File: config.mk
export PLATFORM = sky130hd
export DESIGN_NAME = wb_trace_unit
export DESIGN_NICKNAME = d
export VERILOG_FILES = /design/src/rtl/wb_trace_unit.sv
export SDC_FILE = /design/constraint.sdc
export NUM_CORES = 1
export LEC_CHECK = 0
export CORE_MARGIN = 2
export CORE_UTILIZATION = 30
export CTS_CLUSTER_SIZE = 24
export DETAILED_ROUTE_END_ITERATION = 16
export SLEW_MARGIN = 40
export SYNTH_ARGS = -nofsm -noshare
export SYNTH_HDL_FRONTEND = slang
export SYNTH_SLANG_ARGS = --single-unit
export TNS_END_PERCENT = 20
File: constraint.sdc
create_clock -name clk -period 6.27 [get_ports clk]
set_clock_uncertainty 0.2 [all_clocks]
set_input_delay 0.9405 -clock clk [delete_from_list [all_inputs] [get_ports clk]]
set_output_delay 0.9405 -clock clk [all_outputs]
set_load 0.02 [all_outputs]
File: src/rtl/wb_trace_unit.sv
// Write-back trace producer: captures register-file write-back events into a
// first-word-fall-through FIFO and streams them out over valid/ready.
module wb_trace_unit #(
    parameter int DEPTH  = 8,
    parameter int DROP_W = 8
) (
    input  logic                     clk,
    input  logic                     reset,
    input  logic                     trace_en,
    input  logic [1:0]               wb_reg_write,
    input  logic [3:0]               wb_dest,
    input  logic [15:0]              wb_data,
    input  logic [15:0]              wb_r0_data,
    input  logic [15:0]              wb_pc,
    output logic                     trace_valid,
    input  logic                     trace_ready,
    output logic [35:0]              trace_data,
    output logic [$clog2(DEPTH):0]   trace_count,
    output logic                     overflow,
    output logic [DROP_W-1:0]        dropped,
    input  logic                     clr_ovf
);
    localparam int AW = $clog2(DEPTH);
    localparam int CW = AW + 1;

    typedef struct packed {
        logic [15:0] pc;
        logic [3:0]  dest;
        logic [15:0] data;
    } trace_ent_t;

    trace_ent_t           mem_q [DEPTH];
    trace_ent_t           last_q, last_d, ent_a, ent_b;
    logic [AW-1:0]        wr_ptr_q, wr_ptr_d, rd_ptr_q, rd_ptr_d, wr_b_ptr;
    logic [CW-1:0]        count_q, count_d;
    logic                 ovf_q, ovf_d;
    logic [DROP_W-1:0]    drop_q, drop_d, drop_base;
    logic [DROP_W+1:0]    drop_sum;
    logic [CW:0]          space;
    logic [1:0]           n_drop;
    logic                 pop, ev_a, ev_b, push_a, push_b;

    always_comb begin
        ent_a     = '{pc: wb_pc, dest: wb_dest, data: wb_data};
        ent_b     = '{pc: wb_pc, dest: 4'h0,    data: wb_r0_data};
        pop       = (count_q != '0) && trace_ready;
        // A pop this cycle frees its slot before the pushes are placed.
        space     = (CW+1)'(DEPTH) - {1'b0, count_q} + (CW+1)'(pop);
        ev_a      = trace_en & wb_reg_write[0];
        ev_b      = trace_en & wb_reg_write[1];
        push_a    = ev_a && (space != '0);
        push_b    = ev_b && (space > (CW+1)'(push_a));
        n_drop    = 2'(ev_a & ~push_a) + 2'(ev_b & ~push_b);
        wr_b_ptr  = wr_ptr_q + AW'(push_a);
        wr_ptr_d  = wr_ptr_q + AW'(push_a) + AW'(push_b);
        rd_ptr_d  = rd_ptr_q + AW'(pop);
        count_d   = count_q + CW'(push_a) + CW'(push_b) - CW'(pop);
        last_d    = pop ? mem_q[rd_ptr_q] : last_q;
        // Clear is applied first so a same-cycle drop restarts the count from zero.
        drop_base = clr_ovf ? '0 : drop_q;
        drop_sum  = {2'b00, drop_base} + {{DROP_W{1'b0}}, n_drop};
        drop_d    = (drop_sum[DROP_W+1:DROP_W] != 2'b00) ? '1 : drop_sum[DROP_W-1:0];
        ovf_d     = (n_drop != 2'd0) | (ovf_q & ~clr_ovf);
    end

    always_ff @(posedge clk or posedge reset) begin
        if (reset) begin
            wr_ptr_q <= '0;
            rd_ptr_q <= '0;
            count_q  <= '0;
            last_q   <= '0;
            ovf_q    <= 1'b0;
            drop_q   <= '0;
        end else begin
            wr_ptr_q <= wr_ptr_d;
            rd_ptr_q <= rd_ptr_d;
            count_q  <= count_d;
            last_q   <= last_d;
            ovf_q    <= ovf_d;
            drop_q   <= drop_d;
        end
    end

    // Storage needs no reset: occupancy gates every read of it.
    always_ff @(posedge clk) begin
        if (push_a) mem_q[wr_ptr_q] <= ent_a;
        if (push_b) mem_q[wr_b_ptr] <= ent_b;
    end

    assign trace_valid = (count_q != '0);
    assign trace_data  = trace_valid ? mem_q[rd_ptr_q] : last_q;
    assign trace_count = count_q;
    assign overflow    = ovf_q;
    assign dropped     = drop_q;
endmodule

==> metrics.yaml, run 1 <==
drt_iter0_drc: 993
cts-root-buf: "clkbuf_16"
grt_pass1_vias: 11700
critical_path.n_buffers_inverters: 4
grt_pass1_wl_um: 72200
maxCapViolCount: 0
worst_slack_ns: 1.05
clkSlewWorstSetupHoldPaths_ns: 0.06
cts_made_buffers: 39
fin_util_pct: 36.1
r2r_end: "dropped[3]"
path_max_fanout: 13
hold_slack_ns: 0.277
hold_path.class: "reg2reg"
fin_cells: 2240
synth_area_per_cell_um2: 12.5
ant_nets: 0
place.gp.congestion: 0.841
p_sw_share_pct: 38.1
hold_path_depth: 2
dp.cells: 2168
multiInputGateArea_um2: 6870
seq_area_frac_synth_pct: 56.2
seqCellArea_um2: 9710
htreeDepth: 2
drc: 0
vdd_drop_max_uv: 261
hold-path-endpoint: "last_q[28]"
worst_ep_arrival_time_ns: 5.48
die_h_um: 244
slowest_delay_ns: 0.51
relSlewSlack_pct: 43.6
die-area_um2: 59500
crit_chain: "clkdlybuf4s50_1 -> nand2_2 -> ha_1 -> inv_1 -> ha_1 -> nor3b_1 -> a31o_4 -> nand3_4 -> and3_1 -> ha_1 -> nor2_1 -> nor3_1 -> inv_1 -> ha_1 -> ha_1 -> inv_1 -> fa_1 -> nor3_1 -> nand4b_1 -> o211ai_1"
final-setup-viol-count: 0
core_um2: 56600
grt_max_degree: 74
fill_cells: 5505
routedWlPerCell_um: 21.2
ys_ff_latch: 343
reg2reg_depth: 22
cp_slowest_cell: "clkdlybuf4s50_1"
ff2ff_setup_slack_ns: 1.15
p_leak_nw: 7.03
seqPwrFrac_pct: 34.2
critPathTopFamily: "simple AND/OR/NAND/NOR gates"
drive_gt1_share_pct: 16.0
cts.path.max_buffers: 3
tightestPinTransition_ns: 0.843
critical_path_class: "in2reg"
via_per_inst: 5.19
cts_resized: 0
cts_tree: "done"
min_period_over_period_pct: 83.3
cts_sinks: 343
min_from: "last_q[28]"
p_int_mw: 6.03
syn-num-nets: 1465
worstPathRequired_ns: 6.53
wl_um: 47600
post_cts_buffers: 0
dp_slack_ns: 0.400
finalMaxSlewViolations: 0
fin_tns_setup_ns: 0
start_kind: "input pin"
dp_hpwl_um: 30100
io_buffers: 108
final_nets: 1534
synth_top_cell_area_share_pct: 44.5
status: "finished clean"
power_density_nw_per_um2: 477
synth_area_um2: 17300
rr_startpoint: "trace_count[2]"
end_kind: "flip-flop"
p_clk_share_pct: 23.2
synthTopCellsByArea: "edfxtp_1 (45%), mux4_2 (9.4%), dfrtp_1 (8.0%)"
comb_power_share_pct: 42.5
grt.total_usage_pct: 15.9
period_minus_slack_ns: 5.22
synth_warnings: 0
crit_top_cell: "ha_1"
hold_viol: 0
clk-insertion-delay-late_ns: 0.56
row_count: 87
io_pins: 109
yosys.area.top_type: "edfxtp_1"
overflow: 0
dr.pass1.iters: 5
area_growth_pct: 18.2
die_w_um: 244
rsz0062_at_grt: "no"
antenna_found_initial: 4
switchingPower_mw: 3.72
syn_inst: 1384
via_count: 11600
start_util_pct: 30.5
ys_types: 49
max_clock_freq_mhz: 192
hold_buffers: 0
tightest hold or removal path: stages (launching register included):
cell	delay, ns
dfrtp_1	0.34
nand2_1	0.04
o21ai_0	0.06
layout make-up:
type | instances | area share, %
sequential | 343 | 47.6
multi-input combinational | 894 | 33.6
timing repair buffer | 155 | 7.58
clock buffer | 56 | 5.44
tap | 756 | 4.63
clock inverter | 15 | 0.754
inverter | 20 | 0.368
antenna | 1 | 0.0123
cells in the final DEF, fill, tap and decap left out, types with 40 or more instances in the layout:
master and instances:
dfrtp_1 52, o21ai_0 61, edfxtp_1 256, clkdlybuf4s50_1 108
mux4_2 72, o31ai_1 96, nor2_1 81, clkbuf_16 40
nand2_1 111, nand3_1 134, mux2i_1 70, and2_1 72
cell families (layout without fill, tap and decap cells):
| logic type | count (synthesis) | after routing | synth area share (%) |
|---|---|---|---|
| DFF | 343 | 343 | 56.2 |
| xor gates and xnor gates | 10 | 10 | 0.551 |
| adders and majority gates | 22 | 22 | 1.72 |
| other | 0 | 1 | 0 |
| AOI/OAI and AO/OA | 225 | 225 | 9.18 |
| muxes | 143 | 143 | 13.5 |
| and+or+nand+nor | 494 | 494 | 14.7 |
| buffers and inverters | 147 | 246 | 4.19 |
flip-flops by register name, summed over array words and instances (netlist names):
register	cells
mem_q	288
wr_ptr_q	3
last_q	36
overflow	1
rd_ptr_q	3
trace_count	4
dropped	8
through the flow:
step           power (mW)  instance area (µm²)
4_1_cts              9.85                20400
3_3_place_gp         7.49                19100
6_report             9.75                20400
5_1_grt              10.3                20400
2_1_floorplan        6.08                17300
3_5_place_dp         7.56                19100
power by group through the flow:
stage	Clock [mW]	Sequential [mW]	Combinational (mW)
finish	2.27	3.34	4.15
global route	2.41	3.40	4.46
CTS	2.32	3.35	4.19
detailed placement	0	3.39	4.17
global placement	0	3.37	4.12
floorplan	0	3.23	2.85
layer usage:
metal,vias up,part of all wire (%),global-route usage (%)
li1,5270,-,-
met1,5759,42,20.6
met2,478,48,25.9
met3,117,7.3,3.93
met4,8,2.9,5.56
met5,-,0.092,0
cells in the mapped netlist (all sizes together):
master  instances
mux2i          70
a31oi          10
nand3         135
nor3b           1
a31o            1
or3             1
dfxtp          32
fa              3
o211ai          1
a21oi          42
and2b           6
inv            20
nor2           83
mux2            1
buf            68
edfxtp        256
mux4           72
ha             19
nor2b          63
and2           72
and3            3
clkbuf         59
o21ai          71
nand4b          1
and3b           1
dfrtp          55
a21o            4
xnor2           6
xor2            4
nor4b           1
nor3            4
nand2         116
nand2b          7
o31ai          96
worst max path at each step:
stage	slack, ns	to	depth (start not counted)	start
floorplan	0.80	mem_q[2][0]	18	trace_ready
global placement	0.55	dropped[3]	20	trace_ready
detailed placement	0.40	dropped[3]	20	trace_ready
CTS	0.99	dropped[3]	20	trace_ready
global route	0.63	dropped[3]	20	trace_ready
finish	1.05	dropped[3]	20	trace_ready
Power figures use the tool's default switching activity.
==> run 2: changes to the inputs <==
clock period = 5.2 ns   (was 6.27 ns; I/O delays follow)
==> metrics.yaml, run 2 (synthesis gave the netlist of run 1 again) <==
routedWlPerCell_um: 21.1  # -0.79%
min_period_over_period_pct: 89.1
crit_top_cell: "ha_1"
drc: 0  # unchanged
crit_chain: "inv_1 -> ha_1 -> nand2_2 -> nand2_2 -> ha_1 -> inv_1 -> ha_1 -> nor2_1 -> mux2_2 -> nand3_4 -> and3_1 -> ha_1 -> nor2_1 -> nor3_1 -> inv_1 -> ha_1 -> ha_1 -> inv_1 -> fa_1 -> nor3_1 -> nand4b_1 -> o211ai_1"
hold_slack_ns: 0.279  # +0.00141 ns
max_clock_freq_mhz: 216
hold_buffers: 0  # unchanged
cts_made_buffers: 38  # -2.6%
die-area_um2: 59500  # unchanged
fin_total_pwr_mw: 12.0  # +23%
critical_path_class: "reg2reg"
power_density_nw_per_um2: 579  # +21%
cts.path.max_buffers: 3  # unchanged
maxCapViolCount: 0  # unchanged
post_cts_buffers: 0  # unchanged
cts_resized: 0  # unchanged
dp_hpwl_um: 30400  # +0.77%
drive_gt1_share_pct: 17.6  # +1.5 points
place.gp.congestion: 0.817  # -2.9%
p_leak_nw: 7.17  # +2.1%
largest_reg_flops: 288  # unchanged
hold_path.class: "reg2reg"
mostFrequentLayoutCells: "edfxtp_1 (256), nand3_1 (134), nand2_1 (111), clkdlybuf4s50_1 (108), o31ai_1 (96)"
start_util_pct: 30.5  # unchanged
cts_sinks: 343  # unchanged
tightestPinTransition_ns: 0.819  # -0.0245 ns
htreeDepth: 2  # unchanged
io_buffers: 108  # unchanged
slowest_delay_ns: 0.53  # +0.02 ns
worstPathRequired_ns: 5.46  # -1.07 ns
relSlewSlack_pct: 45.2  # +1.6 points
core_um2: 56600  # unchanged
die_w_um: 244  # unchanged
end_kind: "flip-flop"
ff2ff_setup_slack_ns: 0.57  # -0.58 ns
worst_ep_arrival_time_ns: 4.89  # -0.59 ns
wl_um: 47600  # about the same
grt_pass1_wl_um: 73400  # +1.6%
clkSlewWorstSetupHoldPaths_ns: 0.06  # about the same
cp_slowest_cell: "dfrtp_1"
grt.total_usage_pct: 16.1  # +0.21 points
grt_max_degree: 74  # unchanged
status: "finished clean"
clk-insertion-delay-late_ns: 0.55  # about the same
antenna_found_initial: 0  # -4
cts-root-buf: "clkbuf_16"
final-setup-viol-count: 0  # unchanged
io_pins: 109  # unchanged
final_nets: 1554  # +1.3%
via_count: 11700  # +0.72%
drt_iter0_drc: 1056  # +6.3%
area_growth_pct: 19.8
row_count: 87  # unchanged
overflow: 0  # unchanged
finalMaxSlewViolations: 0  # unchanged
hold_viol: 0  # unchanged
period_minus_slack_ns: 4.63
die_h_um: 244  # unchanged
dr.pass1.iters: 5  # unchanged
vdd_drop_max_uv: 357  # +37%
rsz0062_at_grt: "no"
grt_pass1_vias: 11900  # +2.2%
start_kind: "flip-flop"
path_max_fanout: 8  # -5
top_register: "mem_q"
cts_tree: "done"
fill_cells: 5472  # -0.60%
via_per_inst: 5.19  # -0.13%
layout_commonest_cell: "edfxtp_1"
ant_nets: 0  # unchanged
[run 2: power breakdown]
| group | internal (mW) | leakage [nW] | switching [mW] |
|---|---|---|---|
| registers | 3.66 | 3.36 | 0.366 |
| logic | 2.11 | 3.16 | 3.01 |
| clock network | 1.69 | 0.652 | 1.13 |
| total | 7.46 | 7.17 | 4.51 |
[run 2: area by class of cell]
cell class	instances	area, µm²	area share [%]
clock inverter	20	224	1.08
multi-input combinational	894	6860	33.2
tap	756	946	4.57
timing repair buffer	176	1760	8.50
antenna	1	2.50	0.0121
sequential	343	9710	47.0
clock buffer	49	1090	5.29
inverter	20	81.3	0.393
[run 2: layer usage]
metal	vias up	part of all wire [%]	track usage, %
met1	5796	43	21.9
met3	94	7.9	3.28
li1	5308	-	-
met4	0	2.8	5.49
met2	518	46	25.6
met5	-	0	0
[run 2: critical path: cells and delay by family (launching register included)]
family,cells,cell delay (ns)
multiplexers,1,0.20
buffers and inverters,4,0.28
AND/OR/NAND/NOR,9,1.32
adder cells (fa/ha/maj),7,1.84
AO/OA/AOI/OAI,1,0.17
flip-flops,1,0.53
[run 2: through the flow]
stage,util [%],instance area (µm²),setup WS (ns),TNS [ns],instances
finish,36.5,20700,0.568,0,2259
floorplan,-,17300,-0.125,-9.89,1384
detailed placement,34.2,19400,0.0414,0,2189
global placement,34.2,19300,0.126,0,2188
global route,36.5,20700,0.122,0,2258
CTS,36.5,20700,0.558,0,2258
[run 2: path summary, 6_finish.rpt]
kind	cells after the start	start	endpoint
worst max-delay path	22	trace_count[3]	dropped[3]
worst min register to register	2	last_q[30]	last_q[30]
min in group asynchronous	2	reset	last_q[7]
max in group asynchronous	3	reset	rd_ptr_q[0]
worst min-delay path	2	last_q[30]	last_q[30]
worst max register to register	22	trace_count[3]	dropped[3]
